[src/rtl/ec_point_adder_seq.sv]
// Multi-cycle short-Weierstrass point adder/doubler over GF(P).
// A shared MSB-first modular multiplier and a binary extended-Euclid inverter are sequenced by one FSM.
module ec_point_adder_seq #(
  parameter int unsigned       WIDTH = 8,
  parameter logic [WIDTH-1:0]  P     = 8'd251,
  parameter logic [WIDTH-1:0]  A     = 8'd2
) (
  input  logic             clk,
  input  logic             rst_n,
  input  logic             in_valid,
  output logic             in_ready,
  input  logic [WIDTH-1:0] px,
  input  logic [WIDTH-1:0] py,
  input  logic [WIDTH-1:0] qx,
  input  logic [WIDTH-1:0] qy,
  output logic             out_valid,
  input  logic             out_ready,
  output logic [WIDTH-1:0] rx,
  output logic [WIDTH-1:0] ry,
  output logic             err,
  output logic             busy
);

  localparam int unsigned IW = WIDTH + 2;
  localparam int unsigned CW = $clog2(WIDTH + 1);

  localparam logic [WIDTH-1:0] ZERO     = {WIDTH{1'b0}};
  localparam logic [WIDTH-1:0] ONE      = {{(WIDTH-1){1'b0}}, 1'b1};
  localparam logic [CW-1:0]    CNT_ZERO = {CW{1'b0}};
  localparam logic [CW-1:0]    CNT_ONE  = {{(CW-1){1'b0}}, 1'b1};
  localparam logic [CW-1:0]    MUL_LEN  = CW'(WIDTH);

  localparam logic [3:0] S_IDLE  = 4'd0;
  localparam logic [3:0] S_CHECK = 4'd1;
  localparam logic [3:0] S_NUM_A = 4'd2;
  localparam logic [3:0] S_NUM_D = 4'd3;
  localparam logic [3:0] S_INV   = 4'd4;
  localparam logic [3:0] S_LAM   = 4'd5;
  localparam logic [3:0] S_X3    = 4'd6;
  localparam logic [3:0] S_Y3    = 4'd7;
  localparam logic [3:0] S_DONE  = 4'd8;

  function automatic logic [WIDTH-1:0] mod_add(input logic [WIDTH-1:0] a, input logic [WIDTH-1:0] b);
    logic [IW-1:0] s;
    s = {2'b00, a} + {2'b00, b};
    if (s >= {2'b00, P}) s = s - {2'b00, P};
    else                 s = s;
    return s[WIDTH-1:0];
  endfunction

  // Both branches are < P, so the wrap of the WIDTH-bit arithmetic is harmless.
  function automatic logic [WIDTH-1:0] mod_sub(input logic [WIDTH-1:0] a, input logic [WIDTH-1:0] b);
    logic [WIDTH-1:0] d;
    if (a >= b) d = a - b;
    else        d = a + P - b;
    return d;
  endfunction

  // x/2 mod P; for odd x this is (x+P)/2 = (x>>1) + (P>>1) + 1.
  function automatic logic [WIDTH-1:0] mod_half(input logic [WIDTH-1:0] x);
    logic [WIDTH-1:0] h;
    if (x[0]) h = {1'b0, x[WIDTH-1:1]} + {1'b0, P[WIDTH-1:1]} + ONE;
    else      h = {1'b0, x[WIDTH-1:1]};
    return h;
  endfunction

  logic [3:0]       state_q, state_d;
  logic [WIDTH-1:0] px_q, px_d, py_q, py_d, qx_q, qx_d, qy_q, qy_d;
  logic [WIDTH-1:0] num_q, num_d, lam_q, lam_d, x3_q, x3_d;
  logic [WIDTH-1:0] u_q, u_d, v_q, v_d, x1_q, x1_d, x2_q, x2_d;
  logic [WIDTH-1:0] acc_q, acc_d, mul_a_q, mul_a_d, mul_b_q, mul_b_d;
  logic [CW-1:0]    mul_cnt_q, mul_cnt_d;
  logic [WIDTH-1:0] rx_q, rx_d, ry_q, ry_d;
  logic             err_q, err_d;
  logic             out_valid_q, in_ready_q, busy_q;

  logic [WIDTH-1:0] mul_step_s, x3_s;
  logic             any_big_s, p_inf_s, q_inf_s, same_x_s;

  assign mul_step_s = mod_add(mod_add(acc_q, acc_q), mul_a_q[WIDTH-1] ? mul_b_q : ZERO);
  assign x3_s       = mod_sub(mod_sub(acc_q, px_q), qx_q);
  assign any_big_s  = (px_q >= P) || (py_q >= P) || (qx_q >= P) || (qy_q >= P);
  assign p_inf_s    = (px_q == ZERO) && (py_q == ZERO);
  assign q_inf_s    = (qx_q == ZERO) && (qy_q == ZERO);
  assign same_x_s   = (px_q == qx_q);

  // Next-state and datapath sequencing.
  always_comb begin
    state_d   = state_q;
    px_d      = px_q;
    py_d      = py_q;
    qx_d      = qx_q;
    qy_d      = qy_q;
    num_d     = num_q;
    lam_d     = lam_q;
    x3_d      = x3_q;
    u_d       = u_q;
    v_d       = v_q;
    x1_d      = x1_q;
    x2_d      = x2_q;
    acc_d     = acc_q;
    mul_a_d   = mul_a_q;
    mul_b_d   = mul_b_q;
    mul_cnt_d = mul_cnt_q;
    rx_d      = rx_q;
    ry_d      = ry_q;
    err_d     = err_q;
    case (state_q)
      S_IDLE: begin
        if (in_valid && in_ready_q) begin
          px_d    = px;
          py_d    = py;
          qx_d    = qx;
          qy_d    = qy;
          state_d = S_CHECK;
        end else begin
          state_d = S_IDLE;
        end
      end
      S_CHECK: begin
        if (any_big_s) begin
          rx_d = ZERO; ry_d = ZERO; err_d = 1'b1; state_d = S_DONE;
        end else if (p_inf_s) begin
          rx_d = qx_q; ry_d = qy_q; err_d = 1'b0; state_d = S_DONE;
        end else if (q_inf_s) begin
          rx_d = px_q; ry_d = py_q; err_d = 1'b0; state_d = S_DONE;
        end else if (same_x_s && (mod_add(py_q, qy_q) == ZERO)) begin
          rx_d = ZERO; ry_d = ZERO; err_d = 1'b0; state_d = S_DONE;
        end else if (same_x_s && (py_q == qy_q)) begin
          mul_a_d = px_q; mul_b_d = px_q; acc_d = ZERO; mul_cnt_d = MUL_LEN;
          state_d = S_NUM_D;
        end else begin
          state_d = S_NUM_A;
        end
      end
      S_NUM_A: begin
        num_d = mod_sub(qy_q, py_q);
        u_d   = mod_sub(qx_q, px_q);
        v_d   = P;
        x1_d  = ONE;
        x2_d  = ZERO;
        state_d = S_INV;
      end
      S_NUM_D: begin
        if (mul_cnt_q != CNT_ZERO) begin
          acc_d = mul_step_s; mul_a_d = mul_a_q << 1'b1; mul_cnt_d = mul_cnt_q - CNT_ONE;
        end else begin
          num_d = mod_add(mod_add(mod_add(acc_q, acc_q), acc_q), A);
          u_d   = mod_add(py_q, py_q);
          v_d   = P;
          x1_d  = ONE;
          x2_d  = ZERO;
          state_d = S_INV;
        end
      end
      // Invariants: x1*den == u and x2*den == v (mod P); every step at least halves u*v.
      S_INV: begin
        if (u_q == ZERO) begin
          rx_d = ZERO; ry_d = ZERO; err_d = 1'b0; state_d = S_DONE;
        end else if (u_q == ONE) begin
          mul_a_d = num_q; mul_b_d = x1_q; acc_d = ZERO; mul_cnt_d = MUL_LEN; state_d = S_LAM;
        end else if (v_q == ONE) begin
          mul_a_d = num_q; mul_b_d = x2_q; acc_d = ZERO; mul_cnt_d = MUL_LEN; state_d = S_LAM;
        end else if (!u_q[0]) begin
          u_d = u_q >> 1'b1; x1_d = mod_half(x1_q);
        end else if (!v_q[0]) begin
          v_d = v_q >> 1'b1; x2_d = mod_half(x2_q);
        end else if (u_q > v_q) begin
          u_d = (u_q - v_q) >> 1'b1; x1_d = mod_half(mod_sub(x1_q, x2_q));
        end else begin
          v_d = (v_q - u_q) >> 1'b1; x2_d = mod_half(mod_sub(x2_q, x1_q));
        end
      end
      S_LAM: begin
        acc_d = mul_step_s; mul_a_d = mul_a_q << 1'b1; mul_cnt_d = mul_cnt_q - CNT_ONE;
        if (mul_cnt_q == CNT_ONE) begin
          lam_d = mul_step_s; mul_a_d = mul_step_s; mul_b_d = mul_step_s;
          acc_d = ZERO; mul_cnt_d = MUL_LEN; state_d = S_X3;
        end else begin
          state_d = S_LAM;
        end
      end
      S_X3: begin
        if (mul_cnt_q != CNT_ZERO) begin
          acc_d = mul_step_s; mul_a_d = mul_a_q << 1'b1; mul_cnt_d = mul_cnt_q - CNT_ONE;
        end else begin
          x3_d = x3_s; mul_a_d = lam_q; mul_b_d = mod_sub(px_q, x3_s);
          acc_d = ZERO; mul_cnt_d = MUL_LEN; state_d = S_Y3;
        end
      end
      S_Y3: begin
        if (mul_cnt_q != CNT_ZERO) begin
          acc_d = mul_step_s; mul_a_d = mul_a_q << 1'b1; mul_cnt_d = mul_cnt_q - CNT_ONE;
        end else begin
          rx_d = x3_q; ry_d = mod_sub(acc_q, py_q); err_d = 1'b0; state_d = S_DONE;
        end
      end
      S_DONE: begin
        if (out_ready) state_d = S_IDLE;
        else           state_d = S_DONE;
      end
      default: state_d = S_IDLE;
    endcase
  end

  // State, datapath and registered handshake outputs.
  always_ff @(posedge clk or negedge rst_n) begin
    if (!rst_n) begin
      state_q     <= S_IDLE;
      px_q        <= ZERO;
      py_q        <= ZERO;
      qx_q        <= ZERO;
      qy_q        <= ZERO;
      num_q       <= ZERO;
      lam_q       <= ZERO;
      x3_q        <= ZERO;
      u_q         <= ZERO;
      v_q         <= ZERO;
      x1_q        <= ZERO;
      x2_q        <= ZERO;
      acc_q       <= ZERO;
      mul_a_q     <= ZERO;
      mul_b_q     <= ZERO;
      mul_cnt_q   <= CNT_ZERO;
      rx_q        <= ZERO;
      ry_q        <= ZERO;
      err_q       <= 1'b0;
      out_valid_q <= 1'b0;
      in_ready_q  <= 1'b1;
      busy_q      <= 1'b0;
    end else begin
      state_q     <= state_d;
      px_q        <= px_d;
      py_q        <= py_d;
      qx_q        <= qx_d;
      qy_q        <= qy_d;
      num_q       <= num_d;
      lam_q       <= lam_d;
      x3_q        <= x3_d;
      u_q         <= u_d;
      v_q         <= v_d;
      x1_q        <= x1_d;
      x2_q        <= x2_d;
      acc_q       <= acc_d;
      mul_a_q     <= mul_a_d;
      mul_b_q     <= mul_b_d;
      mul_cnt_q   <= mul_cnt_d;
      rx_q        <= rx_d;
      ry_q        <= ry_d;
      err_q       <= err_d;
      out_valid_q <= (state_d == S_DONE);
      in_ready_q  <= (state_d == S_IDLE);
      busy_q      <= (state_d != S_IDLE);
    end
  end

  assign in_ready  = in_ready_q;
  assign out_valid = out_valid_q;
  assign busy      = busy_q;
  assign rx        = rx_q;
  assign ry        = ry_q;
  assign err       = err_q;

endmodule

[config.mk]
export PLATFORM = sky130hd
export DESIGN_NAME = ec_point_adder_seq
export DESIGN_NICKNAME = d
export VERILOG_FILES = /design/src/rtl/ec_point_adder_seq.sv
export SDC_FILE = /design/constraint.sdc
export NUM_CORES = 1
export LEC_CHECK = 0
export ABC_AREA = 1
export CORE_MARGIN = 10
export CORE_UTILIZATION = 34
export DETAILED_ROUTE_END_ITERATION = 8
export SETUP_SLACK_MARGIN = 0.2
export SLEW_MARGIN = 5
export SYNTH_ARGS = -nofsm -noshare
export SYNTH_HDL_FRONTEND = slang
export SYNTH_SLANG_ARGS = --single-unit
[constraint.sdc]
create_clock -name clk -period 16.9 [get_ports clk]
set_clock_uncertainty 0.05 [all_clocks]
set_input_delay 5.07 -clock clk [delete_from_list [all_inputs] [get_ports clk]]
set_output_delay 5.07 -clock clk [all_outputs]
set_load 0.02 [all_outputs]
Yosys cells after proc, flatten, opt, wreduce, memory -nomap -nowiden
Cells that the tools add are included.
{"block": "word_totals", "register_bits": 140, "output_inout_bits": 20, "elab_cells": 310}
{"block": "classes", "addsub": 46, "order_cmp": 19, "eq_ne": 34, "muxes": 151, "n_bitwise": 1, "n_reduce_logical": 35}
{"operator": "$mux W8", "count": 107}
{"operator": "$pmux W8 S3", "count": 6}
{"operator": "$sub A8 B8 Y8", "count": 18}
{"operator": "$mux W4", "count": 22}
{"operator": "$pmux W8 S5", "count": 2}
{"operator": "$ge A8 B8 Y1", "count": 8}
{"operator": "$add A8 B8 Y8 const B", "count": 7}
{"operator": "$ge A9 B8 Y1 const B", "count": 6}
{"operator": "$logic_not A8 Y1", "count": 6}
{"operator": "$sub A8 B8 Y8 const B", "count": 6}
{"operator": "$add A8 B8 Y9", "count": 5}
{"operator": "$pmux W4 S9", "count": 1}
{"operator": "$add A7 B7 Y8 const B", "count": 4}
{"operator": "$add A8 B1 Y8 const B", "count": 4}
{"operator": "$ge A8 B8 Y1 const B", "count": 4}
{"operator": "$pmux W8 S4", "count": 1}
{"operator": "$ne A2 B2 Y1 const B", "count": 14}
{"operator": "$pmux W4 S5", "count": 1}
{"operator": "$eq A4 B3 Y1 const B", "count": 4}
{"operator": "$eq A8 B1 Y1 const B", "count": 2}
{"operator": "$eq A8 B8 Y1", "count": 2}
{"operator": "$pmux W8 S2", "count": 1}
{"operator": "$reduce_and A7 Y1", "count": 2}
{"operator": "$ne A3 B3 Y1 const B", "count": 4}
{"operator": "26 further kinds", "count": 49}

Logic depth before layout (Yosys ltp)
{"block": "logic_depth", "ltp_word": 20, "depth_mapped": 40, "mapped_depth_nobuf": 39}

Least setup slack after synthesis
No wires, ideal clock.
{"block": "synth_timing", "kind": "input -> register", "start": "input port in_valid", "end": "register py_q[7]", "t_arrival_ns": 5.868, "t_required_ns": 16.772, "setup_slack_ns": 10.904, "cell_stages": 5, "path_cell_list": "nand4_1 -> clkbuf_1 -> buf_1 -> nor2_1 -> a21oi_1"}
{"block": "synth_via", "elab_chain_len": 2}
{"element": "start: declaration", "line_no": "10", "rtl": "input logic in_valid,"}
{"element": "$logic_and A1 B1 Y1", "line_no": "110", "rtl": "if (in_valid && in_ready_q) begin"}
{"element": "$reduce_and A2 Y1 (no line)"}
{"element": "end signal: assignment", "line_no": "234", "rtl": "py_q <= py_d;"}
{"element": "end: declaration", "line_no": "68", "rtl": "logic [WIDTH-1:0] px_q, px_d, py_q, py_d, qx_q, qx_d, qy_q, qy_d;"}
No other way between the ends.
A chain may end at the register's enable or synchronous reset.

Worst setup path in the final report
{"block": "layout_timing", "start": "register acc_q[1]", "end": "register mul_b_q[7]"}
{"block": "layout_via", "elab_chain_len": 10, "word_cells_on_any_way": 25, "classes_between": "add/sub (12); order compare (5); mux (8)"}
{"element": "start: declaration", "line_no": "71", "rtl": "logic [WIDTH-1:0] acc_q, acc_d, mul_a_q, mul_a_d, mul_b_q, mul_b_d;"}
{"element": "start signal: assignment", "line_no": "221", "rtl": "acc_q <= ZERO;"}
{"element": "start signal: assignment", "line_no": "244", "rtl": "acc_q <= acc_d;"}
{"element": "$add A8 B8 Y8", "line_no": "55", "rtl": "else d = a + P - b;"}
{"element": "$sub A8 B8 Y8", "line_no": "55"}
{"element": "$mux W8 *", "line_no": "54", "rtl": "if (a >= b) d = a - b;"}
{"element": "$add A8 B8 Y8", "line_no": "55"}
{"element": "$sub A8 B8 Y8", "line_no": "55"}
{"element": "$mux W8 *", "line_no": "54"}
{"element": "named net x3_s[4]", "line_no": "77", "rtl": "logic [WIDTH-1:0] mul_step_s, x3_s;"}
{"element": "$sub A8 B8 Y8 (tied with other cells)", "line_no": "55"}
{"element": "$mux W8 *", "line_no": "54"}
{"element": "$mux W8 *", "line_no": "184", "rtl": "if (mul_cnt_q != CNT_ZERO) begin"}
{"element": "$pmux W8 S4 *", "line_no": "108", "rtl": "case (state_q)"}
{"element": "end signal: assignment", "line_no": "246", "rtl": "mul_b_q <= mul_b_d;"}
{"element": "end: declaration", "line_no": "71"}
Mark *: on every way through the listed nets, which the timed path passes. The rest lies on a longest branch. The select of a mux whose other input is x is not followed.

==> flow_summary.toml <==
[outcome]
outcome = "completed"

[critical_path]
reg2reg_depth = 35
worstSetupPathDepth = 35
r2r_end = "mul_b_q[7]"
critPathCapture = "mul_b_q[7]"
worst_path_largest_cell_delay_ns = 0.69
crit_top_cell = "inv_1"
criticalPathCategory = "reg2reg"
crit_family = "compound AO/OA/AOI/OAI gates"
cp.required_ns = 17.19
crit_path_end_kind = "flip-flop"
crit_path_max_fanout = 9
cpMaxStageDelayCell = "dfrtp_1"
crit_arrival_ns = 7.26
reg2reg_from = "acc_q[1]"
cp-start-kind = "flip-flop"
r2r_slack_ns = 9.93
crit_start = "acc_q[1]"
worst-path-buf-inv = 7

[clock_tree]
numCtsBuffers = 17
cts_tree = "done"
root_buffer = "clkbuf_16"
clock-sinks = 140
cts_resized = 0
cts_max_path_buffers = 2
clkLatencyLatePin_ns = 0.45
path_clk_slew_ns = 0.07
hold_buffers = 0
cts_setup_buffers = 0
htreeDepth = 4

[die]
rows = 79
coreArea_um2 = 46900
fp.dieW_um = 238
ios = 56
start_util_pct = 34.6
die_h_um = 238
dieArea_um2 = 56800

[drt]
met2WireLength_mm = 25.5
met3_length_mm = 3.35
drc = 0
drt-initial-drc-count = 1489
top_layer = "met5"
viasPerCell = 5.35
routed_wl_mm = 54.9
drt_pass1_iterations = 6
vias = 15800
wl_per_cell_um = 18.6
ant_nets = 0
drt-met1-wl_mm = 24.7

[sta]
worst_pin_slew_ns = 1.34
period_needed_ns = 6.97
hold_viol = 0
setup_viol = 0
setup_tns_ns = 0
rsz0062_at_grt = "no"
maxSlewHeadroom_pct = 9.73
period_share_pct = 41.3
drv_slew = 0
fmax_ghz = 0.143

[finish]
most-common-layout-cells = "nand2_1 (404), inv_1 (343), a21oi_1 (205)"
final_common_cell = "nand2_1"
stdcell_area_um2 = 17900
final_layout_size_suffix_gt1_share_pct = 5.09
fin_nets = 2594
syn_to_final_growth_pct = 10.6
antennaDiodeCount = 0
utilization_pct = 38.2

[flow_run]
drv_cap = 0

[placement]
place_area_um2 = 17300
gp_congestion = 0.973
numPortBuffers = 55
dpl.hpwl_mm = 43.9

[grt]
grt_pass1_vias = 15300
grt_pass1_wl_mm = 85.5
grt_max_degree = 76
antenna_found_initial = 1
grt-ovfl-total = 0
track_usage_pct = 18.8

[synthesis]
syn-num-nets = 2563
synth_seq_cells = 140
synthCells = 2295
synth.avg_cell_area_um2 = 7.06
seq_area_frac_synth_pct = 21.6
netlist_area_um2 = 16200
ys.flop_type = "dfrtp_1"
yosys_warnings = 0
synth_edf_count = 0
async_flop_share_pct = 100
yosysUniqueCellTypes = 62

[hold_path]
hold_path_class = "reg2reg"
==> logic make-up after synthesis <==
logic type                 share of synthesized area (%)
AOI/OAI and AO/OA                                   18.9
xor gates and xnor gates                            6.44
and+or+nand+nor                                     23.7
adders and majority gates                           19.6
muxes                                             0.0618
buffers and inverters                               9.65
DFF                                                 21.6
==> area by class of cell <==
cell class              instances  area [um^2]
fillers                      4974        28900
multi-input cells            1747        11100
flip-flops and latches        140         3500
inverters                     357         1340
well taps                     607          759
repair buffers                 63          612
clock buffers                  17          425
clock inverters                15          149
==> flip-flops by register name, indices dropped and copies added (netlist names) <==
| signal | count |
|---|---|
| acc_q | 8 |
| busy | 1 |
| err | 1 |
| in_ready | 1 |
| lam_q | 8 |
| mul_a_q | 8 |
| mul_b_q | 8 |
| mul_cnt_q | 4 |
| num_q | 8 |
| out_valid | 1 |
| px_q | 8 |
| py_q | 8 |
| qx_q | 8 |
| qy_q | 8 |
| rx | 8 |
| ry | 8 |
| state_q | 4 |
| u_q | 8 |
| v_q | 8 |
| x1_q | 8 |
| x2_q | 8 |
| x3_q | 8 |
==> synth_stat cells, types with 26 or more instances <==
cell type  count  area, um^2
nand3_1      112         561
clkbuf_1      34         128
o21ai_0      180         901
nand2_1      404        1520
inv_1        343        1290
xor2_1        93         815
ha_1         196        2450
nand4_1       45         282
a21oi_1      205        1030
fa_1          36         721
xnor2_1       26         228
nor2_1       194         728
dfrtp_1      139        3480
==> routing by layer <==
| layer | global-route usage (%) | up-vias |
|---|---|---|
| met1 | 24.8 | 7468 |
| met2 | 31.6 | 516 |
| met5 | 0 | - |
| met4 | 5.17 | 2 |
| met3 | 2.60 | 73 |
| li1 | - | 7695 |
==> how the worst min path moves through the flow <==
stage,startpoint,end,cells after the start
final,lam_q[5],lam_q[5],2
after global routing,rx[3],rx[3],2
after CTS,mul_cnt_q[1],mul_cnt_q[1],2
after detailed placement,mul_cnt_q[1],mul_cnt_q[1],2
after global placement,lam_q[4],lam_q[4],2
after floorplan,mul_b_q[3],mul_b_q[3],2
==> metrics by stage <==
stage / worst slack, ns / cells / hold slack, ns
after floorplan: 10.90 / 2295 / 0.399
after global placement: 10.08 / 2914 / 0.414
after detailed placement: 10.06 / 2914 / 0.419
after CTS: 10.02 / 2946 / 0.436
after global routing: 9.26 / 2946 / 0.455
final: 9.93 / 2946 / 0.434
==> tightest hold or removal path, cell delays in order, from the launching register on <==
cell and delay [ns]:
dfrtp_1 0.34, nand2_1 0.05, nand2_1 0.06
Power is not shown: default switching activity piles up to over one toggle a cycle in this logic, so the estimate is an artifact.
